===== src/rtl/uart_tx_dev.sv =====
// uart_tx_dev: memory-mapped 8N1 UART transmitter with a byte FIFO,
// programmable baud divisor and a level interrupt raised when the FIFO
// has drained and the line is idle.
// Register write handshake: a register write is a single-cycle WE pulse
// qualified by Addr[3:2]. There is no back-pressure; a DATA write while the
// FIFO is full (and nothing pops that cycle) is dropped and recorded in ovf.
module uart_tx_dev #(
    parameter int          FIFO_DEPTH  = 8,
    parameter logic [15:0] DEFAULT_DIV = 16'd434
) (
    input  logic        clk,
    input  logic        reset,
    input  logic [31:2] Addr,
    input  logic        WE,
    input  logic [31:0] Din,
    output logic [31:0] Dout,
    output logic        IRQ,
    output logic        tx
);
    localparam int PW = $clog2(FIFO_DEPTH);
    localparam int CW = PW + 1;

    typedef enum logic [1:0] {IDLE, START, DATA, STOP} state_t;
    state_t state, state_n;

    logic [7:0]    mem [FIFO_DEPTH];
    logic [PW-1:0] wr_ptr, rd_ptr;
    logic [CW-1:0] count, count_n;
    logic          ovf, en, ien;
    logic [15:0]   div;

    logic [15:0]   baud_cnt, baud_n;
    logic [2:0]    bit_cnt, bit_n;
    logic [7:0]    shreg, sh_n;
    logic          tx_n;

    logic          we_data, we_status, we_ctrl, we_div;
    logic          empty, full, push, pop, can_pop, bit_end, busy, ien_n;
    logic [15:0]   deff_m1;
    logic          unused_bits;

    assign we_data   = WE && (Addr[3:2] == 2'd0);
    assign we_status = WE && (Addr[3:2] == 2'd1);
    assign we_ctrl   = WE && (Addr[3:2] == 2'd2);
    assign we_div    = WE && (Addr[3:2] == 2'd3);

    assign empty   = (count == '0);
    assign full    = (count == CW'(FIFO_DEPTH));
    // A divisor of 0 behaves like 1, so the reload value is 0 in both cases.
    assign deff_m1 = (div == 16'd0) ? 16'd0 : div - 16'd1;
    assign bit_end = (baud_cnt == 16'd0);
    // Pops only look at the registered count, so a fresh push is never bypassed.
    assign can_pop = en && !empty;
    assign pop     = can_pop && ((state == IDLE) || (state == STOP && bit_end));
    assign push    = we_data && (!full || pop);
    assign count_n = count + CW'(push) - CW'(pop);
    assign busy    = (state != IDLE);
    assign ien_n   = we_ctrl ? Din[1] : ien;

    assign unused_bits = ^{Addr[31:4], Din[31:16]};

    // Control registers, FIFO pointers, occupancy and sticky overflow flag.
    always_ff @(posedge clk) begin
        if (!reset) begin
            wr_ptr <= '0;
            rd_ptr <= '0;
            count  <= '0;
            ovf    <= 1'b0;
            en     <= 1'b0;
            ien    <= 1'b0;
            div    <= DEFAULT_DIV;
        end else begin
            if (push) wr_ptr <= wr_ptr + 1'b1;
            if (pop)  rd_ptr <= rd_ptr + 1'b1;
            count <= count_n;
            if (we_data && full && !pop) ovf <= 1'b1;
            else if (we_status)          ovf <= 1'b0;
            if (we_ctrl) begin
                en  <= Din[0];
                ien <= Din[1];
            end
            if (we_div) div <= Din[15:0];
        end
    end

    // FIFO storage; contents are don't-care until written.
    always_ff @(posedge clk) begin
        if (push) mem[wr_ptr] <= Din[7:0];
    end

    // FSM state register.
    always_ff @(posedge clk) begin
        if (!reset) state <= IDLE;
        else        state <= state_n;
    end

    // FSM next-state: each phase ends when the baud counter reaches zero.
    always_comb begin
        state_n = state;
        case (state)
            IDLE:    if (can_pop) state_n = START;
            START:   if (bit_end) state_n = DATA;
            DATA:    if (bit_end && bit_cnt == 3'd7) state_n = STOP;
            STOP:    if (bit_end) state_n = can_pop ? START : IDLE;
            default: state_n = IDLE;
        endcase
    end

    // FSM outputs: next values of the shift register, counters and tx line.
    always_comb begin
        tx_n   = tx;
        baud_n = baud_cnt;
        bit_n  = bit_cnt;
        sh_n   = shreg;
        if (pop) begin
            sh_n   = mem[rd_ptr];
            baud_n = deff_m1;
            bit_n  = 3'd0;
            tx_n   = 1'b0;
        end else begin
            case (state)
                START: begin
                    baud_n = bit_end ? deff_m1 : baud_cnt - 16'd1;
                    if (bit_end) begin
                        tx_n  = shreg[0];
                        bit_n = 3'd0;
                    end
                end
                DATA: begin
                    baud_n = bit_end ? deff_m1 : baud_cnt - 16'd1;
                    if (bit_end) begin
                        if (bit_cnt == 3'd7) begin
                            tx_n = 1'b1;
                        end else begin
                            sh_n  = shreg >> 1;
                            tx_n  = shreg[1];
                            bit_n = bit_cnt + 3'd1;
                        end
                    end
                end
                STOP: begin
                    baud_n = bit_end ? 16'd0 : baud_cnt - 16'd1;
                    tx_n   = 1'b1;
                end
                default: begin
                    tx_n = 1'b1;
                end
            endcase
        end
    end

    // Serialiser datapath registers; reset aborts any frame and idles the line.
    always_ff @(posedge clk) begin
        if (!reset) begin
            tx       <= 1'b1;
            baud_cnt <= 16'd0;
            bit_cnt  <= 3'd0;
            shreg    <= 8'd0;
        end else begin
            tx       <= tx_n;
            baud_cnt <= baud_n;
            bit_cnt  <= bit_n;
            shreg    <= sh_n;
        end
    end

    // Interrupt is registered from next-state values so it tracks pushes immediately.
    always_ff @(posedge clk) begin
        if (!reset) IRQ <= 1'b0;
        else        IRQ <= ien_n && (count_n == '0) && (state_n == IDLE);
    end

    // Read mux; reads are side-effect free.
    always_comb begin
        Dout = 32'd0;
        case (Addr[3:2])
            2'd1:    Dout = {16'd0, 8'(count), 4'd0, ovf, busy, full, empty};
            2'd2:    Dout = {30'd0, ien, en};
            2'd3:    Dout = {16'd0, div};
            default: Dout = 32'd0;
        endcase
    end
endmodule


===== config.mk =====
export PLATFORM = sky130hd
export DESIGN_NAME = uart_tx_dev
export DESIGN_NICKNAME = d
export VERILOG_FILES = /design/src/rtl/uart_tx_dev.sv
export SDC_FILE = /design/constraint.sdc
export NUM_CORES = 1
export LEC_CHECK = 0
export BUFFER_PORTS_ARGS = -buffer_cell sky130_fd_sc_hd__buf_4
export CORE_MARGIN = 1.5
export CORE_UTILIZATION = 35
export DETAILED_ROUTE_END_ITERATION = 6
export HOLD_SLACK_MARGIN = 0.08
export PLACE_DENSITY = 0.59
export SLEW_MARGIN = 20
export SYNTH_ARGS = -nofsm -noshare
export SYNTH_HDL_FRONTEND = slang
export SYNTH_SLANG_ARGS = --single-unit

===== constraint.sdc =====
create_clock -name clk -period 4 [get_ports clk]
set_input_delay 0.2 -clock clk [delete_from_list [all_inputs] [get_ports clk]]
set_output_delay 0.2 -clock clk [all_outputs]
set_load 0.05 [all_outputs]

**After elaboration in Yosys (flattened, before gate mapping)**

Memories as Yosys holds them, arrays and structs flattened. A register that Yosys moved wholly into a read port is not among the register bits.
Index checks and enable logic that the tools add are counted.

- Bits in registers: 60
- Logic and storage cells: 104
- Memory bits (writable): 64
- Input port bits: 65
- Output and inout bits: 34
- Memories: 1

- Mux-type cells: 32
- Reduce and logical (&&, ||, !) cells: 36
- Bitwise operators: 1
- Add/subtract/negate cells: 7
- Equal/unequal tests: 14

Memories:

| name | depth | bits a word | rd ports | clocked after memory_dff | wr ports | RTL line | text |
|---|---|---|---|---|---|---|---|
| mem | 8 | 8 | 1 | 1 | 1 | 26 | `logic [7:0] mem [FIFO_DEPTH];` |

Operator list:

| operator | count |
|---|---|
| 16-bit two-way mux | 4 |
| 16-bit one-hot mux with 3 select lines | 1 |
| 16-bit logical NOT | 2 |
| 8-bit two-way mux | 4 |
| 16-bit one-hot mux with 2 select lines | 1 |
| 16-bit by 1-bit subtractor with 16-bit output (second input constant) | 2 |
| 3-bit two-way mux | 5 |
| 1-bit logical AND | 13 |
| 1-bit two-way mux | 10 |
| 2-bit nonzero test | 5 |
| 3-bit by 1-bit adder with 3-bit output (second input constant) | 3 |
| 2-bit equality test (second input constant) | 4 |
| 4-bit logical NOT | 2 |
| 2-bit two-way mux | 4 |
| 2-bit inequality test (second input constant) | 4 |
| 2-bit one-hot mux with 4 select lines | 1 |
| 2-bit logical NOT | 3 |
| 3-bit inequality test (second input constant) | 2 |
| 3-bit one-hot mux with 2 select lines | 1 |
| 4-bit by 1-bit adder with 4-bit output | 1 |
| 2-bit by 1-bit equality test with 1-bit output (second input constant) | 2 |
| 4-bit equality test (second input constant) | 1 |
| 4-bit AND reduction | 1 |
| 2-bit OR reduction | 2 |
| other kinds (9) | 12 |

**Longest topological paths before layout**

Gate-level depths: netlist of the first run.

- Depth after elaboration: 11
- Mapped depth: 16
- Depth with buffers taken out: 14

**Worst setup path before layout of the first run**

Ideal clock, no wire load.

- Kind: register to register
- From: reg count[2]
- To: reg IRQ
- Setup time: 80 ps
- Data required time: 3,920 ps
- Path slack: 1,035 ps
- Data arrival time: 2,886 ps
- Cell stages (with the launch flop): 17
- Period minus slack after synthesis: 2,965 ps
- Path buffers: 2
- Cell sequence: dfxtp_1 inv_1 ha_1 or3b_2 buf_2 and3_1 buf_2 a21oi_4 nand3_1 nand2_1 ha_1 inv_1 fa_1 xnor2_1 nor3b_1 nand3_1 nor3b_1

- Cells in the longest elaborated chain, start to end: 11
- Elaborated cells on any way between the ends: 18
- Classes of those cells: add/sub: 2; eq/ne: 1; mux: 4; reduce/logical: 11

Ends and longest elaborated chain:

| item | RTL line | text |
|---|---|---|
| start: declaration | 28 | `logic [CW-1:0] count, count_n;` |
| start signal: assignment | 75 | `count <= count_n;` |
| 4-bit logical NOT | 47 | `assign empty = (count == '0);` |
| 1-bit logical NOT | 53 | `assign can_pop = en && !empty;` |
| 1-bit logical AND | 53 |  |
| 1-bit logical AND | 54 | `assign pop = can_pop && ((state == IDLE) \|\| (state == STOP && bit_end));` |
| 1-bit logical OR | 55 | `assign push = we_data && (!full \|\| pop);` |
| 1-bit logical AND | 55 |  |
| 4-bit by 1-bit adder with 4-bit output | 56 | `assign count_n = count + CW'(push) - CW'(pop);` |
| 4-bit by 1-bit subtractor with 4-bit output | 56 |  |
| 4-bit logical NOT | 170 | `else IRQ <= ien_n && (count_n == '0) && (state_n == IDLE);` |
| 1-bit logical AND | 170 |  |
| 1-bit logical AND * | 170 |  |
| end signal: assignment | 170 |  |
| end: declaration | 17 | `output logic IRQ,` |

Mark *: on every way between the ends. The rest lies on a longest branch, timed or not.
A chain may end at the register's enable or synchronous reset.

**Final worst setup path of the first run**

Ends and elaborated chain as after synthesis.

==> results of run 1 <==
## power groups by stage
| stage | registers (uW) | clock network, uW | logic (uW) |
|---|---|---|---|
| after floorplan | 1520 | 0 | 1100 |
| after detailed placement | 1540 | 0 | 1420 |
| after global routing | 1530 | 1630 | 1590 |
| final | 1520 | 1550 | 1450 |
| after CTS | 1520 | 1570 | 1440 |
| after global placement | 1540 | 0 | 1400 |
## per-layer routing
| metal | wire (um) | vias up | track usage (%) | share of wire [%] |
|---|---|---|---|---|
| met5 | 0 | - | 0 | 0 |
| met4 | 171 | 0 | 6.02 | 1.2 |
| met3 | 574 | 13 | 2.17 | 4.0 |
| met2 | 7100 | 122 | 27.2 | 49 |
| met1 | 6610 | 2174 | 22.7 | 46 |
| li1 | - | 2175 | - | - |
## cell families after synthesis
family	share of synthesized area [%]
DFF	50.5
and+or+nand+nor	15.9
xor gates and xnor gates	2.64
other	0.0595
AOI/OAI and AO/OA	12.1
buffers and inverters	5.16
adders and majority gates	3.69
muxes	10.0
## layout make-up
cell class              instances  share of cell area, %
multi-input cells             389                   38.1
repair buffers                 62                   6.75
clock inverters                12                   2.17
well taps                     225                   3.76
clock buffers                  19                   5.78
inverters                      18                  0.902
flip-flops and latches        127                   42.5
## worst min-delay path by stage
stage	startpoint	endpoint	slack, ns	cells after the start
finish	WE	en	0.12	3
global route	WE	en	0.11	3
CTS	WE	en	0.10	3
detailed placement	Din[8]	div[8]	0.43	3
global placement	Din[8]	div[8]	0.42	3
floorplan	Din[0]	mem[0][0]	0.30	0
## sequential cells by signal (all words and copies together), names as in the netlist, 2 cells and up, named ones only
| register | count |
|---|---|
| baud_cnt | 16 |
| mem | 64 |
| rd_ptr | 3 |
| shreg | 8 |
| div | 16 |
| wr_ptr | 3 |
| count | 4 |
| state | 2 |
| bit_cnt | 3 |
## placed cells by master, fill, tap and decap left out, drive strengths merged, types with 17 or more instances in the layout
cell	instances
nand3	18
a21oi	29
nor2	27
o21ai	17
dfxtp	63
nand2	57
mux2i	18
ha	17
edfxtp	64
inv	20
buf	46
clkbuf	19
## worst reg2reg max path: stages, from the launching register on
cell and delay (ns):
dfxtp_1 0.31, inv_1 0.11, ha_1 0.15, or3b_2 0.55
and3_1 0.40, a21oi_4 0.22, nand3_1 0.10, nand2_1 0.09
ha_1 0.16, inv_1 0.05, fa_1 0.39, xnor2_1 0.16
nor3b_1 0.20, nand3_1 0.12, nor3b_1 0.18
## what timing repair did
item,in CTS,in global routing
hold buffers,16,0
buffers inserted,0,0
endpoints found under the hold margin,72,0
## per-stage QoR
| stage | power [uW] | hold slack, ns |
|---|---|---|
| finish | 4520 | 0.116 |
| global placement | 2930 | 0.420 |
| detailed placement | 2960 | 0.430 |
| global route | 4750 | 0.111 |
| CTS | 4530 | 0.103 |
| floorplan | 2620 | 0.299 |
==> results.cfg, run 1 <==
[placement]
dp.cells = 805
hpwlAfterDp_mm = 10.2
post-place-ws_ns = 0.745
dpl_cell_area_um2 = 6730
gp_congestion = 0.854
io_buffers = 38

[power_and_ir_drop]
p_int_uw = 2950
combPwrFrac_pct = 32.2
p_per_area_nw_per_um2 = 604
p_sw_uw = 1570
power_frac_seq_pct = 33.5
leakagePower_uw = 0.00275
peakVddDrop_mv = 0.434
clkPwrFrac_pct = 34.3
p_sw_share_pct = 34.7

[sta]
hold_violations = 0
setup-tns-final_ns = 0
relSlewSlack_pct = 36.8
tightest_slew_ns = 0.939
slew_viol_final = 0
rsz0062_at_grt = false
fmax_ghz = 0.306
min_period_ns = 3.27
fin_skew_ns = 0.00807
postLayoutSetupSlackWorst_ns = 0.733
report.final.setup_viol = 0
fin_crit_sh_pct = 81.7

[final_layout]
antennaDiodeCount = 0
drive_gt1_share_pct = 18.7
fill_cells = 1618
areaGrowthSynthToFinish_pct = 18.8
utilization_pct = 42.8
multiInputGateArea_um2 = 2850
seqCellArea_um2 = 3180
instances_no_fill = 852
stdcell_area_um2 = 7490
layout.nets = 698

[floorplanning]
num_rows = 48
die_w_um = 137
core_area_um2 = 17500
ios = 99
start_util_pct = 36.1
dieArea_um2 = 18800
die_h_um = 137

[route]
drtPass1Iterations = 4
wirelength_mm = 14.5
wl_per_cell_um = 17.0
drc = 0
antenna_left = 0
drt_iter0_drc = 215
via_count = 4484
vias_per_cell = 5.26

[clocking]
cts.clk_slew.worst_paths_ns = 0.06
cts_tree = built
htree_levels = 4
clock_sinks = 127
numCtsBuffers = 17
ctsResizeCount = 0
cts.path.max_buffers = 2
clock-root-buffer = clkbuf_16
clk_latency_ns = 0.41

[synth]
synth_top_area_share_pct = 30.5
synth_area_leaders = edfxtp_1 30%, dfxtp_1 20%, mux4_2 5.7%, nand2_1 3.4%, ha_1 3.4%
avgSynthCellArea_um2 = 11.1
synth_most_common_cell = edfxtp_1
synth_warnings = 0
synth_common_cells = 64 x edfxtp_1, 63 x dfxtp_1, 57 x nand2_1, 28 x a21oi_1, 27 x nor2_1
async_reset_ff_share_pct = 0
synth.distinct_cells = 69
synthFlopType = edfxtp_1
synth-seq-area-share_pct = 50.5
synth-edff-count = 64
synth_area_um2 = 6300
yosys.area.top_type = edfxtp_1
synthCells = 566
yosys_register_bits = 127

[hold_path]
min_path_type = input pin to flop

[global_routing]
grt_overflow = 0
grt_max_degree = 30
grt_pass1_wl_mm = 23.8
grt_usage_pct = 16.6
grt_pass1_vias = 4550
antenna_found_initial = 0

[critical_path]
critPathMaxFanout = 9
worstPathArrival_ns = 3.59
cp-endpoint = IRQ
path_cells = inv_1 > ha_1 > or3b_2 > and3_1 > a21oi_4 > nand3_1 > nand2_1 > ha_1 > inv_1 > fa_1 > xnor2_1 > nor3b_1 > nand3_1 > nor3b_1
required_ns = 4.33
startpoint = count[2]
cpMaxStageDelayCell = or3b_2
cp.buffers_inverters = 2
slowest_delay_ns = 0.55
worst_setup_path_start_kind = flop
r2r_end = IRQ
endpoint_kind = flop
critical_path_depth = 14
rrSetupSlack_ns = 0.73
setup.worst_path.class = flop to flop
worstReg2RegStart = count[2]
reg2reg_depth = 14
critPathTopFamily = simple AND/OR/NAND/NOR gates

[outcome]
status = finished, final reports clean

[flow_run]
maxCapViolCount = 0
No activity file was read; power rests on OpenSTA's default activity.
==> inputs of run 2 (changes only) <==
--- a/config.mk
+++ b/config.mk
@@ -10,7 +10,7 @@
 export CORE_UTILIZATION = 35
 export DETAILED_ROUTE_END_ITERATION = 6
 export HOLD_SLACK_MARGIN = 0.08
-export PLACE_DENSITY = 0.59
+export PLACE_DENSITY = 0.61
 export SLEW_MARGIN = 20
 export SYNTH_ARGS = -nofsm -noshare
 export SYNTH_HDL_FRONTEND = slang
==> constraint.sdc (replaced) <==
create_clock -name clk -period 3 [get_ports clk]
set_input_delay 0.15 -clock clk [delete_from_list [all_inputs] [get_ports clk]]
set_output_delay 0.15 -clock clk [all_outputs]
set_load 0.05 [all_outputs]
==> results.cfg, run 2 (synthesized netlist as in run 1, its figures left out) <==
[outcome]
status = finished, final reports clean

[global_routing]
grt_pass1_wl_mm = 23.3
grt_max_degree = 30
grt_busiest_layer = met2
use_met3_pct = 3.31
grt_overflow = 0
grt_usage_pct = 16.2
antenna_found_initial = 0
met2_usage_pct = 27.5
grt_pass1_vias = 4549
use_met1_pct = 21.0

[sta]
fmax_ghz = 0.349
fin_crit_sh_pct = 95.6
fin_skew_ns = 0.0120
slew_viol_final = 0
tightest_slew_ns = 1.03
relSlewSlack_pct = 30.9
min_period_ns = 2.87
hold_violations = 0
report.final.setup_viol = 0

[critical_path]
worst_setup_path_start_kind = flop
endpoint_kind = flop
critPathMaxFanout = 4
setup.worst_path.class = flop to flop
rrSetupSlack_ns = 0.13
worstPathArrival_ns = 3.21
required_ns = 3.34

[route]
wl_per_cell_um = 17.0
drc = 0
wirelength_mm = 14.7
via_count = 4594
drt_iter0_drc = 281
vias_per_cell = 5.30
antenna_left = 0
drtPass1Iterations = 5

[clocking]
clk_latency_ns = 0.42
clock_sinks = 127
htree_levels = 4
cts.path.max_buffers = 2
cts_tree = built
clock-root-buffer = clkbuf_16
cts.clk_slew.worst_paths_ns = 0.05
numCtsBuffers = 17

[floorplanning]
core_area_um2 = 17500
start_util_pct = 36.1
dieArea_um2 = 18800
ios = 99
num_rows = 48
die_w_um = 137
die_h_um = 137

[final_layout]
drive_gt1_share_pct = 22.1
seqCellArea_um2 = 3190
areaGrowthSynthToFinish_pct = 21.5
largest-register = mem
final_cell_mix = 64 x edfxtp_1, 61 x dfxtp_1, 60 x buf_4
antennaDiodeCount = 0
fill_cells = 1575
reg_top3 = mem (64), baud_cnt (16), div (16)
largest_register_ff_count = 64
utilization_pct = 43.8
layout.nets = 713
final_common_cell = edfxtp_1
multiInputGateArea_um2 = 2910

[power_and_ir_drop]
p_per_area_nw_per_um2 = 817
power_uw = 6260
peakVddDrop_mv = 0.482
leakagePower_uw = 0.00285

[hold_path]
min_path_type = input pin to flop

[placement]
io_buffers = 38
hpwlAfterDp_mm = 10.4
gp_congestion = 0.856

[flow_run]
maxCapViolCount = 0
run 2: power breakdown:
group	switching [uW]	total [uW]	internal, uW
Combinational	1300	2200	897
Clock	753	2060	1310
Sequential	96.5	2010	1910
Total	2150	6260	4120
run 2: per-stage QoR:
stage / instance area [um2] / hold slack, ns / std cells / setup WS (ns) / TNS, ns
after global routing: 7660 / 0.103 / 867 / -0.0167 / -0.0167
after global placement: 6830 / 0.369 / 818 / 0.00841 / 0
after floorplan: 6360 / 0.249 / 581 / 0.0346 / 0
after detailed placement: 6830 / 0.372 / 818 / -0.0345 / -0.0345
after CTS: 7620 / 0.0827 / 867 / 0.0223 / 0
final: 7660 / 0.0904 / 867 / 0.132 / 0
run 2: area by class of cell:
class                           count  share of cell area (%)
Tap cell                          225                    3.67
Timing Repair Buffer               77                    8.10
Clock buffer                       19                    5.65
Sequential cell                   127                    41.6
Inverter                           18                   0.882
Clock inverter                     12                    2.09
Multi-Input combinational cell    389                    38.0
run 2: final timing paths:
path / cells after the start / end / from
hold / removal: 2 / ovf / Addr[2]
setup / recovery: 13 / IRQ / count[2]
hold reg to reg: 1 / shreg[3] / shreg[3]
setup reg to reg: 13 / IRQ / count[2]
run 2: worst max-delay path, cell delays in order (launching register included):
cell     delay [ns]
dfxtp_1        0.31
inv_1          0.10
ha_1           0.15
or3b_4         0.40
and3_4         0.21
a21oi_4        0.20
nand3_1        0.09
nand2_1        0.10
ha_2           0.18
inv_1          0.05
fa_2           0.54
nor3b_4        0.18
nand3_2        0.11
nor3b_2        0.18
run 2: per-layer routing:
layer	vias up	share of wire [%]
met4	0	1.2
li1	2204	-
met3	15	4.4
met2	132	50
met1	2243	45
met5	-	0
run 2: timing repair:
action                                 4_1_cts  5_1_grt
hold buffers                                17        0
endpoints found under the hold margin       81        0
buffers inserted                             1        0
resized for setup                            5       12
pin swaps                                    2        3
setup endpoints to repair                    1        1
